## src/rtl/id_stage_pipe.sv

```systemverilog
// rtl/id_stage_pipe.sv - RV32I decode stage with register file, immediates and an ID/EX register
// Load-use stalls insert one bubble; EX flush kills the ID/EX entry.
module id_stage_pipe #(
  parameter int XLEN   = 32,
  parameter int NREG   = 32,
  parameter int RA_W   = 5,
  parameter bit BYPASS = 1'b1
) (
  input  logic            clk,
  input  logic            rst,
  input  logic            if_valid,
  input  logic [31:0]     if_instr,
  input  logic [XLEN-1:0] if_pc,
  output logic            id_ready,
  input  logic            flush,
  input  logic            ex_ready,
  input  logic            wb_regWrite,
  input  logic [RA_W-1:0] wb_rd,
  input  logic [XLEN-1:0] wb_writeData,
  output logic            ex_valid,
  output logic [XLEN-1:0] ex_pc,
  output logic [XLEN-1:0] ex_readData1,
  output logic [XLEN-1:0] ex_readData2,
  output logic [XLEN-1:0] ex_imm,
  output logic [RA_W-1:0] ex_rs1,
  output logic [RA_W-1:0] ex_rs2,
  output logic [RA_W-1:0] ex_rd,
  output logic [2:0]      ex_funct3,
  output logic            ex_i30,
  output logic [1:0]      ex_ALUOp,
  output logic            ex_ALUSrc,
  output logic            ex_branch,
  output logic            ex_memRead,
  output logic            ex_memToReg,
  output logic            ex_memWrite,
  output logic            ex_regWrite,
  output logic [1:0]      ex_jumpType,
  output logic            hazard_stall
);

  typedef struct packed {
    logic [1:0] alu_op;
    logic       alu_src;
    logic       branch;
    logic       mem_read;
    logic       mem_to_reg;
    logic       mem_write;
    logic       reg_write;
    logic [1:0] jump_type;
  } ctl_t;

  localparam logic [6:0] OP_LUI   = 7'b0110111;
  localparam logic [6:0] OP_AUIPC = 7'b0010111;
  localparam logic [6:0] OP_JAL   = 7'b1101111;
  localparam logic [6:0] OP_JALR  = 7'b1100111;
  localparam logic [6:0] OP_BR    = 7'b1100011;
  localparam logic [6:0] OP_LOAD  = 7'b0000011;
  localparam logic [6:0] OP_STORE = 7'b0100011;
  localparam logic [6:0] OP_IMM   = 7'b0010011;
  localparam logic [6:0] OP_REG   = 7'b0110011;

  logic [XLEN-1:0] regs_q [NREG];

  logic [6:0]      opcode;
  logic [RA_W-1:0] rs1, rs2, rd;
  logic            rs1_used, rs2_used, transfer;
  logic [31:0]     imm32;
  logic signed [XLEN-1:0] imm_ext;
  logic [XLEN-1:0] rdata1, rdata2;
  ctl_t            ctl_d;

  logic            valid_q;
  logic [XLEN-1:0] pc_q, rd1_q, rd2_q, imm_q;
  logic [RA_W-1:0] rs1_q, rs2_q, rd_q;
  logic [2:0]      funct3_q;
  logic            i30_q;
  ctl_t            ctl_q;

  assign opcode = if_instr[6:0];
  assign rs1    = RA_W'(if_instr[19:15]);
  assign rs2    = RA_W'(if_instr[24:20]);
  assign rd     = RA_W'(if_instr[11:7]);

  always_comb begin
    ctl_d    = '0;
    imm32    = '0;
    rs1_used = !(opcode == OP_LUI || opcode == OP_AUIPC || opcode == OP_JAL);
    rs2_used = (opcode == OP_REG || opcode == OP_STORE || opcode == OP_BR);
    case (opcode)
      OP_REG: begin
        ctl_d.alu_op = 2'b10; ctl_d.reg_write = 1'b1;
      end
      OP_IMM: begin
        ctl_d.alu_op = 2'b10; ctl_d.alu_src = 1'b1; ctl_d.reg_write = 1'b1;
        imm32 = {{20{if_instr[31]}}, if_instr[31:20]};
      end
      OP_LOAD: begin
        ctl_d.alu_src = 1'b1; ctl_d.mem_read = 1'b1;
        ctl_d.mem_to_reg = 1'b1; ctl_d.reg_write = 1'b1;
        imm32 = {{20{if_instr[31]}}, if_instr[31:20]};
      end
      OP_STORE: begin
        ctl_d.alu_src = 1'b1; ctl_d.mem_write = 1'b1;
        imm32 = {{20{if_instr[31]}}, if_instr[31:25], if_instr[11:7]};
      end
      OP_BR: begin
        ctl_d.alu_op = 2'b01; ctl_d.branch = 1'b1;
        imm32 = {{19{if_instr[31]}}, if_instr[31], if_instr[7],
                 if_instr[30:25], if_instr[11:8], 1'b0};
      end
      OP_JAL: begin
        ctl_d.jump_type = 2'b10; ctl_d.reg_write = 1'b1;
        imm32 = {{11{if_instr[31]}}, if_instr[31], if_instr[19:12],
                 if_instr[20], if_instr[30:21], 1'b0};
      end
      OP_JALR: begin
        ctl_d.jump_type = 2'b01; ctl_d.alu_src = 1'b1; ctl_d.reg_write = 1'b1;
        imm32 = {{20{if_instr[31]}}, if_instr[31:20]};
      end
      OP_LUI, OP_AUIPC: begin
        ctl_d.alu_src = 1'b1; ctl_d.reg_write = 1'b1;
        imm32 = {if_instr[31:12], 12'b0};
      end
      default: ctl_d = '0;
    endcase
  end

  assign imm_ext = $signed(imm32);

  // Same-cycle WB forwarding is selected at elaboration time.
  always_comb begin
    rdata1 = '0;
    rdata2 = '0;
    if (rs1 != '0 && 32'(rs1) < NREG) rdata1 = regs_q[rs1];
    if (rs2 != '0 && 32'(rs2) < NREG) rdata2 = regs_q[rs2];
    if (BYPASS && wb_regWrite && wb_rd != '0) begin
      if (wb_rd == rs1) rdata1 = wb_writeData;
      if (wb_rd == rs2) rdata2 = wb_writeData;
    end
  end

  assign hazard_stall = valid_q & ctl_q.mem_read & (rd_q != '0) &
                        ((rs1_used & (rs1 == rd_q)) | (rs2_used & (rs2 == rd_q)));
  assign id_ready     = (~valid_q | ex_ready) & ~hazard_stall & ~flush;
  assign transfer     = if_valid & id_ready;

  always_ff @(posedge clk or posedge rst) begin
    if (rst) begin
      for (int i = 0; i < NREG; i++) regs_q[i] <= '0;
    end else if (wb_regWrite && wb_rd != '0 && 32'(wb_rd) < NREG) begin
      regs_q[wb_rd] <= wb_writeData;
    end
  end

  always_ff @(posedge clk or posedge rst) begin
    if (rst) begin
      valid_q  <= 1'b0;
      pc_q     <= '0;
      rd1_q    <= '0;
      rd2_q    <= '0;
      imm_q    <= '0;
      rs1_q    <= '0;
      rs2_q    <= '0;
      rd_q     <= '0;
      funct3_q <= '0;
      i30_q    <= 1'b0;
      ctl_q    <= '0;
    end else if (flush) begin
      valid_q <= 1'b0;
      ctl_q   <= '0;
    end else if (~valid_q | ex_ready) begin
      valid_q <= transfer;
      if (transfer) begin
        pc_q     <= if_pc;
        rd1_q    <= rdata1;
        rd2_q    <= rdata2;
        imm_q    <= imm_ext;
        rs1_q    <= rs1;
        rs2_q    <= rs2;
        rd_q     <= rd;
        funct3_q <= if_instr[14:12];
        i30_q    <= if_instr[30];
        ctl_q    <= ctl_d;
      end else begin
        ctl_q <= '0;
      end
    end
  end

  assign ex_valid     = valid_q;
  assign ex_pc        = pc_q;
  assign ex_readData1 = rd1_q;
  assign ex_readData2 = rd2_q;
  assign ex_imm       = imm_q;
  assign ex_rs1       = rs1_q;
  assign ex_rs2       = rs2_q;
  assign ex_rd        = rd_q;
  assign ex_funct3    = funct3_q;
  assign ex_i30       = i30_q;
  assign ex_ALUOp     = ctl_q.alu_op;
  assign ex_ALUSrc    = ctl_q.alu_src;
  assign ex_branch    = ctl_q.branch;
  assign ex_memRead   = ctl_q.mem_read;
  assign ex_memToReg  = ctl_q.mem_to_reg;
  assign ex_memWrite  = ctl_q.mem_write;
  assign ex_regWrite  = ctl_q.reg_write;
  assign ex_jumpType  = ctl_q.jump_type;

endmodule

```

## config.mk

```make
export PLATFORM = sky130hd
export DESIGN_NAME = id_stage_pipe
export DESIGN_NICKNAME = d
export VERILOG_FILES = /design/src/rtl/id_stage_pipe.sv
export SDC_FILE = /design/constraint.sdc
export NUM_CORES = 2
export LEC_CHECK = 0
export CELL_PAD_IN_SITES_DETAIL_PLACEMENT = 2
export CELL_PAD_IN_SITES_GLOBAL_PLACEMENT = 2
export CORE_MARGIN = 5
export CORE_UTILIZATION = 29
export CTS_BUF_LIST = sky130_fd_sc_hd__clkbuf_16
export DETAILED_ROUTE_END_ITERATION = 6
export GPL_TIMING_DRIVEN = 0
export HOLD_SLACK_MARGIN = 0.1
export PLACE_DENSITY_LB_ADDON = 0.1
export SKIP_LAST_GASP = 1
export SYNTH_ARGS = -nofsm -noshare
export SYNTH_HDL_FRONTEND = slang
export SYNTH_SLANG_ARGS = --single-unit
```

## constraint.sdc

```tcl
create_clock -name clk -period 44 [get_ports clk]
set_input_delay 4.4 -clock clk [delete_from_list [all_inputs] [get_ports clk]]
set_output_delay 4.4 -clock clk [all_outputs]
set_load 0.02 [all_outputs]
```

### Word level (Yosys, flattened, before mapping)

Index checks and enable logic that the tools add are counted.

| storage, ports and cells | value |
|---|---|
| bits in registers | 1182 |
| output and inout port bits | 160 |
| input port bits | 107 |

| cells by class | value |
|---|---|
| mux-type cells | 28 |
| reduce and logical (&&, ||, !) cells | 18 |
| eq/ne operators | 13 |
| $lt $le $gt $ge | 4 |
| bitwise operators | 16 |

Operators with widths:

| cell | count |
|---|---|
| bitwise mux 1024 bit | 1 |
| 2-to-1 mux 32 bit | 11 |
| binary-select mux 32 bit (select 5 bit) | 2 |
| demux 32 bit (select 5 bit) | 1 |
| case mux 32 bit (5 select lines) | 1 |
| 2-to-1 mux 10 bit | 3 |
| == test 7 x 6 -> 1 bit (second input constant) | 3 |
| == test 7 bit (second input constant) | 3 |
| == test 5 bit | 4 |
| nonzero test 5 bit | 4 |
| >= comparator 6 bit (second input constant) | 3 |
| inverter 5 -> 6 bit | 3 |
| == test 7 x 5 -> 1 bit (second input constant) | 2 |
| AND 1 bit | 8 |
| case mux 2 bit (2 select lines) | 2 |
| == test 7 x 2 -> 1 bit (second input constant) | 1 |
| OR reduction 7 bit | 1 |
| less-than comparator 6 x 1 -> 1 bit (second input constant) | 1 |
| 2-to-1 mux 1 bit | 6 |
| OR reduction 6 bit | 1 |
| logical OR 1 bit | 4 |
| OR reduction 2 bit | 2 |
| inverter 1 bit | 3 |
| AND reduction 3 bit | 1 |
| 6 further kinds | 8 |

### Longest topological paths before layout

| logic depth | value |
|---|---|
| depth in word-level cells | 14 |
| depth in mapped cells | 11 |

### Least setup slack after synthesis

No wires, ideal clock.

| path | value |
|---|---|
| path type | input port to output port |
| start | input if_instr[6] |
| end | output id_ready |
| cell stages on the path | 8 |
| path buffers | 3 |
| arrival time | 6.437 ns |
| setup slack | 33.163 ns |
| required time | 39.600 ns |
| path through | buf_2 or3b_4 a21oi_4 or4_4 buf_6 clkbuf_1 nand2_1 nor3_1 |

| on the way | value |
|---|---|
| cells in the longest elaborated chain, start to end | 10 |

RTL lines:

| element | line | source |
|---|---|---|
| start, declared | 12 | `input logic [31:0] if_instr,` |
| == test 7 x 6 -> 1 bit / == test 7 x 5 -> 1 bit (equally long branches) | 87 | `rs1_used = !(opcode == OP_LUI \|\| opcode == OP_AUIPC \|\| opcode == OP_JAL);` |
| logical OR 1 bit (2 in series) | 87 |  |
| logical NOT 1 bit | 87 |  |
| AND 1 bit | 143 | `((rs1_used & (rs1 == rd_q)) \| (rs2_used & (rs2 == rd_q)));` |
| OR 1 bit * | 143 |  |
| AND 1 bit * | 142 | `assign hazard_stall = valid_q & ctl_q.mem_read & (rd_q != '0) &` |
| named net hazard_stall | 38 | `output logic hazard_stall` |
| inverter 1 bit * | 144 | `assign id_ready = (~valid_q \| ex_ready) & ~hazard_stall & ~flush;` |
| AND 1 bit * (2 in series) | 144 |  |
| end, declared | 14 | `output logic id_ready,` |

The timed path passes the listed nets; every way through them passes the cells marked *.

### Worst setup path after layout

| path | value |
|---|---|
| start | input if_instr[4] |
| end | output id_ready |

| on the way | value |
|---|---|
| cells in the longest elaborated chain, start to end | 10 |

RTL lines:

| element | line |
|---|---|
| == test 7 x 6 -> 1 bit / == test 7 x 5 -> 1 bit (equally long branches) | 87 |
| logical OR 1 bit (2 in series) | 87 |
| logical NOT 1 bit | 87 |
| AND 1 bit | 143 |
| OR 1 bit * | 143 |
| AND 1 bit * | 142 |
| inverter 1 bit * | 144 |
| AND 1 bit * (2 in series) | 144 |

Mark *: on every way between the ends. The rest lies on a longest branch, timed or not.

==> impl_metrics.json <==
{
  "grt_max_degree": 121,
  "min_period_over_period": 0.276,
  "rr_worst_depth": 8,
  "cts_resized": 0,
  "clock_skew_ns": 0.0228,
  "placed_area_um2": 67600,
  "synth-compound-area-share": 0.0525,
  "grt_overflow": 0,
  "switching_power_uw": 1030,
  "status": "complete, but fails checks",
  "finalSetupViolCount": 0,
  "synth-simple-area-share": 0.0187,
  "synth_top_cell_area_share": 0.485,
  "synth_cells": 4104,
  "peakVddDrop_v": 0.0000342,
  "clkLatencyLatePin_ns": 0.83,
  "die_x_um": 468,
  "final_cell_area_um2": 72300,
  "htree_levels": 4,
  "dp_hpwl_mm": 204,
  "drive_gt1_frac": 0.426,
  "setup_tns_ns": 0,
  "worstPathRequired_ns": 39.60,
  "synth_cell_types": 53,
  "antenna_found_initial": 16,
  "cts_tree": "yes",
  "synthMuxAreaShare": 0.408,
  "dominantRegCellSynth": "dfrtp_1",
  "core_region_area_um2": 209000,
  "powerDensity_nw_per_um2": 47.1,
  "hold_buffers": 0,
  "reg2reg_to": "ex_readData1[1]",
  "area_growth_pct": 18.8,
  "max-slew-margin-rel": -0.0269,
  "synthArstFlopShare": 1.00,
  "synth-xor-area-share": 0.00288,
  "internal_power_uw": 2380,
  "netlist_area_um2": 60900,
  "startpoint": "if_instr[4]",
  "multiInputGateArea_um2": 29400,
  "drv_slew": 65,
  "final.min_clock_period_ns": 12.16,
  "synth_edf_count": 0,
  "regArea_um2": 29500,
  "cap_viol_max_count": 7,
  "ys_ff_latch": 1180,
  "synthTopCellsByArea": "dfrtp_1, mux2_2, mux4_2, mux2i_1, clkbuf_1",
  "die_area_um2": 219000,
  "rsz0062_at_grt": "no",
  "yosysSeqAreaShare": 0.485,
  "ant_nets": 0,
  "ys.warnings.count": 0,
  "crit_end": "id_ready",
  "post_cts_buffers": 0,
  "nFillCells": 21200,
  "synth_top_family_by_area": "multiplexers",
  "num_rows": 168,
  "combPwrFrac": 0.216,
  "clock_sinks": 1180,
  "fp.dieH_um": 468,
  "gp_congestion": 0.815,
  "yosys.area.top_type": "dfrtp_1",
  "grt_pass1_vias": 45900,
  "finalNetCount": 4644,
  "r2r_slack_ns": 40.61,
  "most-common-layout-cells": "dfrtp_1, mux2_2, mux4_2",
  "root_buffer": "clkbuf_16",
  "sw_frac_of_total": 0.302,
  "clock.fmax_mhz": 82.2,
  "ctsLongestPathBuffers": 3,
  "port-buffer-count": 259,
  "timing.rr.start": "ex_rd[2]",
  "synthAdderAreaFrac": 0,
  "critPathMaxFanout": 10,
  "critPathArrivalTime_ns": 7.76,
  "start_util": 0.291,
  "total_power_uw": 3410,
  "grt_pass1_wl_mm": 410,
  "numCtsBuffers": 152,
  "place_inst": 7187,
  "layout_commonest_cell": "dfrtp_1",
  "violations": "capacitance limit, slew limit",
  "avgSynthCellArea_um2": 14.8,
  "power.share.sequential": 0.426,
  "hp-class": "reg2reg",
  "worstMarginPinSlew_ns": 1.54,
  "ios": 267,
  "drtIter0Drc": 3357,
  "leakage_uw": 0.0302,
  "drc_errors": 0,
  "clkTransAtPathRegs_ns": 0.06,
  "vias": 42600,
  "wl_mm": 299,
  "worstSetupPathType": "in2out",
  "end_kind": "output port",
  "p_clk_frac": 0.358,
  "grt_use_total": 0.271,
  "vias_per_cell": 5.70,
  "dr.pass1.iters": 5,
  "synth_nets": 4211,
  "startpoint_type": "primary input",
  "hold_viol": 0,
  "final_cells": 7470,
  "wl_per_cell_um": 40.1
}
## metrics by stage
step	hold WS, ns	util	setup WS [ns]
after CTS	0.485	0.345	31.82
after global placement	0.465	0.320	-11.99
final	0.482	0.345	31.84
after floorplan	0.441	-	6.36
after global routing	0.503	0.345	31.73
after detailed placement	0.468	0.323	31.82
## power by group through the flow
| stage | Combinational [uW] | Clock [uW] | Sequential [uW] |
|---|---|---|---|
| 2_1_floorplan | 471 | 0 | 1430 |
| 3_3_place_gp | 721 | 0 | 1460 |
| 3_5_place_dp | 740 | 0 | 1470 |
| 4_1_cts | 743 | 1250 | 1450 |
| 5_1_grt | 782 | 1300 | 1470 |
| 6_report | 737 | 1220 | 1450 |
## synth_stat cells (3+ instances only)
master	count
o22ai_1	92
dfrtp_1	1180
mux2_2	1047
nor2b_1	7
mux2_4	5
mux4_2	490
a21oi_2	10
mux2i_1	195
a211oi_1	31
o21ai_0	13
a22oi_1	52
a32oi_1	32
nand2b_1	6
nor2_1	22
or3b_2	5
buf_6	12
nand3b_1	6
and2_1	4
clkbuf_1	294
a21oi_1	86
a31oi_1	90
buf_1	77
buf_2	86
a31oi_2	30
and3_1	13
a22o_1	8
nand2_1	99
or3_1	3
inv_1	10
nor3b_1	7
nor3_1	5
nand3_1	37
o31ai_1	6
xnor2_1	20
## metal layers
layer / track usage / part of all wire / vias to the layer above
li1: - / - / 16800
met1: 0.370 / 0.44 / 24100
met2: 0.440 / 0.47 / 1379
met3: 0.0489 / 0.057 / 393
met4: 0.0857 / 0.036 / 2
met5: 0 / 0.000043 / -
## logic make-up after synthesis
group | Yosys count
XOR/XNOR | 20
AO/OA/AOI/OAI | 458
buffers and inverters | 481
multiplexers | 1737
flip-flops | 1180
AND/OR/NAND/NOR | 228
## final cells by class
cell class,instances,area share
antenna,7,0.000242
buffer,471,0.0284
clock buffer,159,0.0550
clock inverter,116,0.0102
inverter,10,0.000623
multi-input combinational,2443,0.406
sequential,1180,0.408
tap,2805,0.0485
timing repair buffer,279,0.0427
## worst max-delay path: stages
cell	delay (ns)
clkdlybuf4s50_1	0.63
or3b_4	0.45
a21oi_4	0.31
or4_4	0.21
buf_6	0.17
clkbuf_1	0.52
nand2_1	0.19
nor3_1	0.23
clkdlybuf4s50_1	0.64
## worst min-delay path by stage
stage | from | end | slack (ns) | cells after the start
3_3_place_gp | regs_q[1013] | regs_q[1013] | 0.46 | 1
5_1_grt | regs_q[999] | regs_q[999] | 0.50 | 1
3_5_place_dp | regs_q[1002] | regs_q[1002] | 0.47 | 1
4_1_cts | regs_q[1008] | regs_q[1008] | 0.49 | 1
6_report | regs_q[992] | regs_q[992] | 0.48 | 1
2_1_floorplan | regs_q[1000] | regs_q[1000] | 0.44 | 1
## sequential cells by signal, indices dropped and copies added (netlist names), 2 cells and up
| name | cells |
|---|---|
| ex_jumpType | 2 |
| regs_q | 1024 |
| ex_rs2 | 5 |
| ex_funct3 | 3 |
| ex_imm | 32 |
| ex_readData1 | 32 |
| ex_pc | 32 |
| ex_ALUOp | 2 |
| ex_readData2 | 32 |
| ex_rs1 | 5 |
| ex_rd | 5 |
Power figures use the tool's default switching activity.
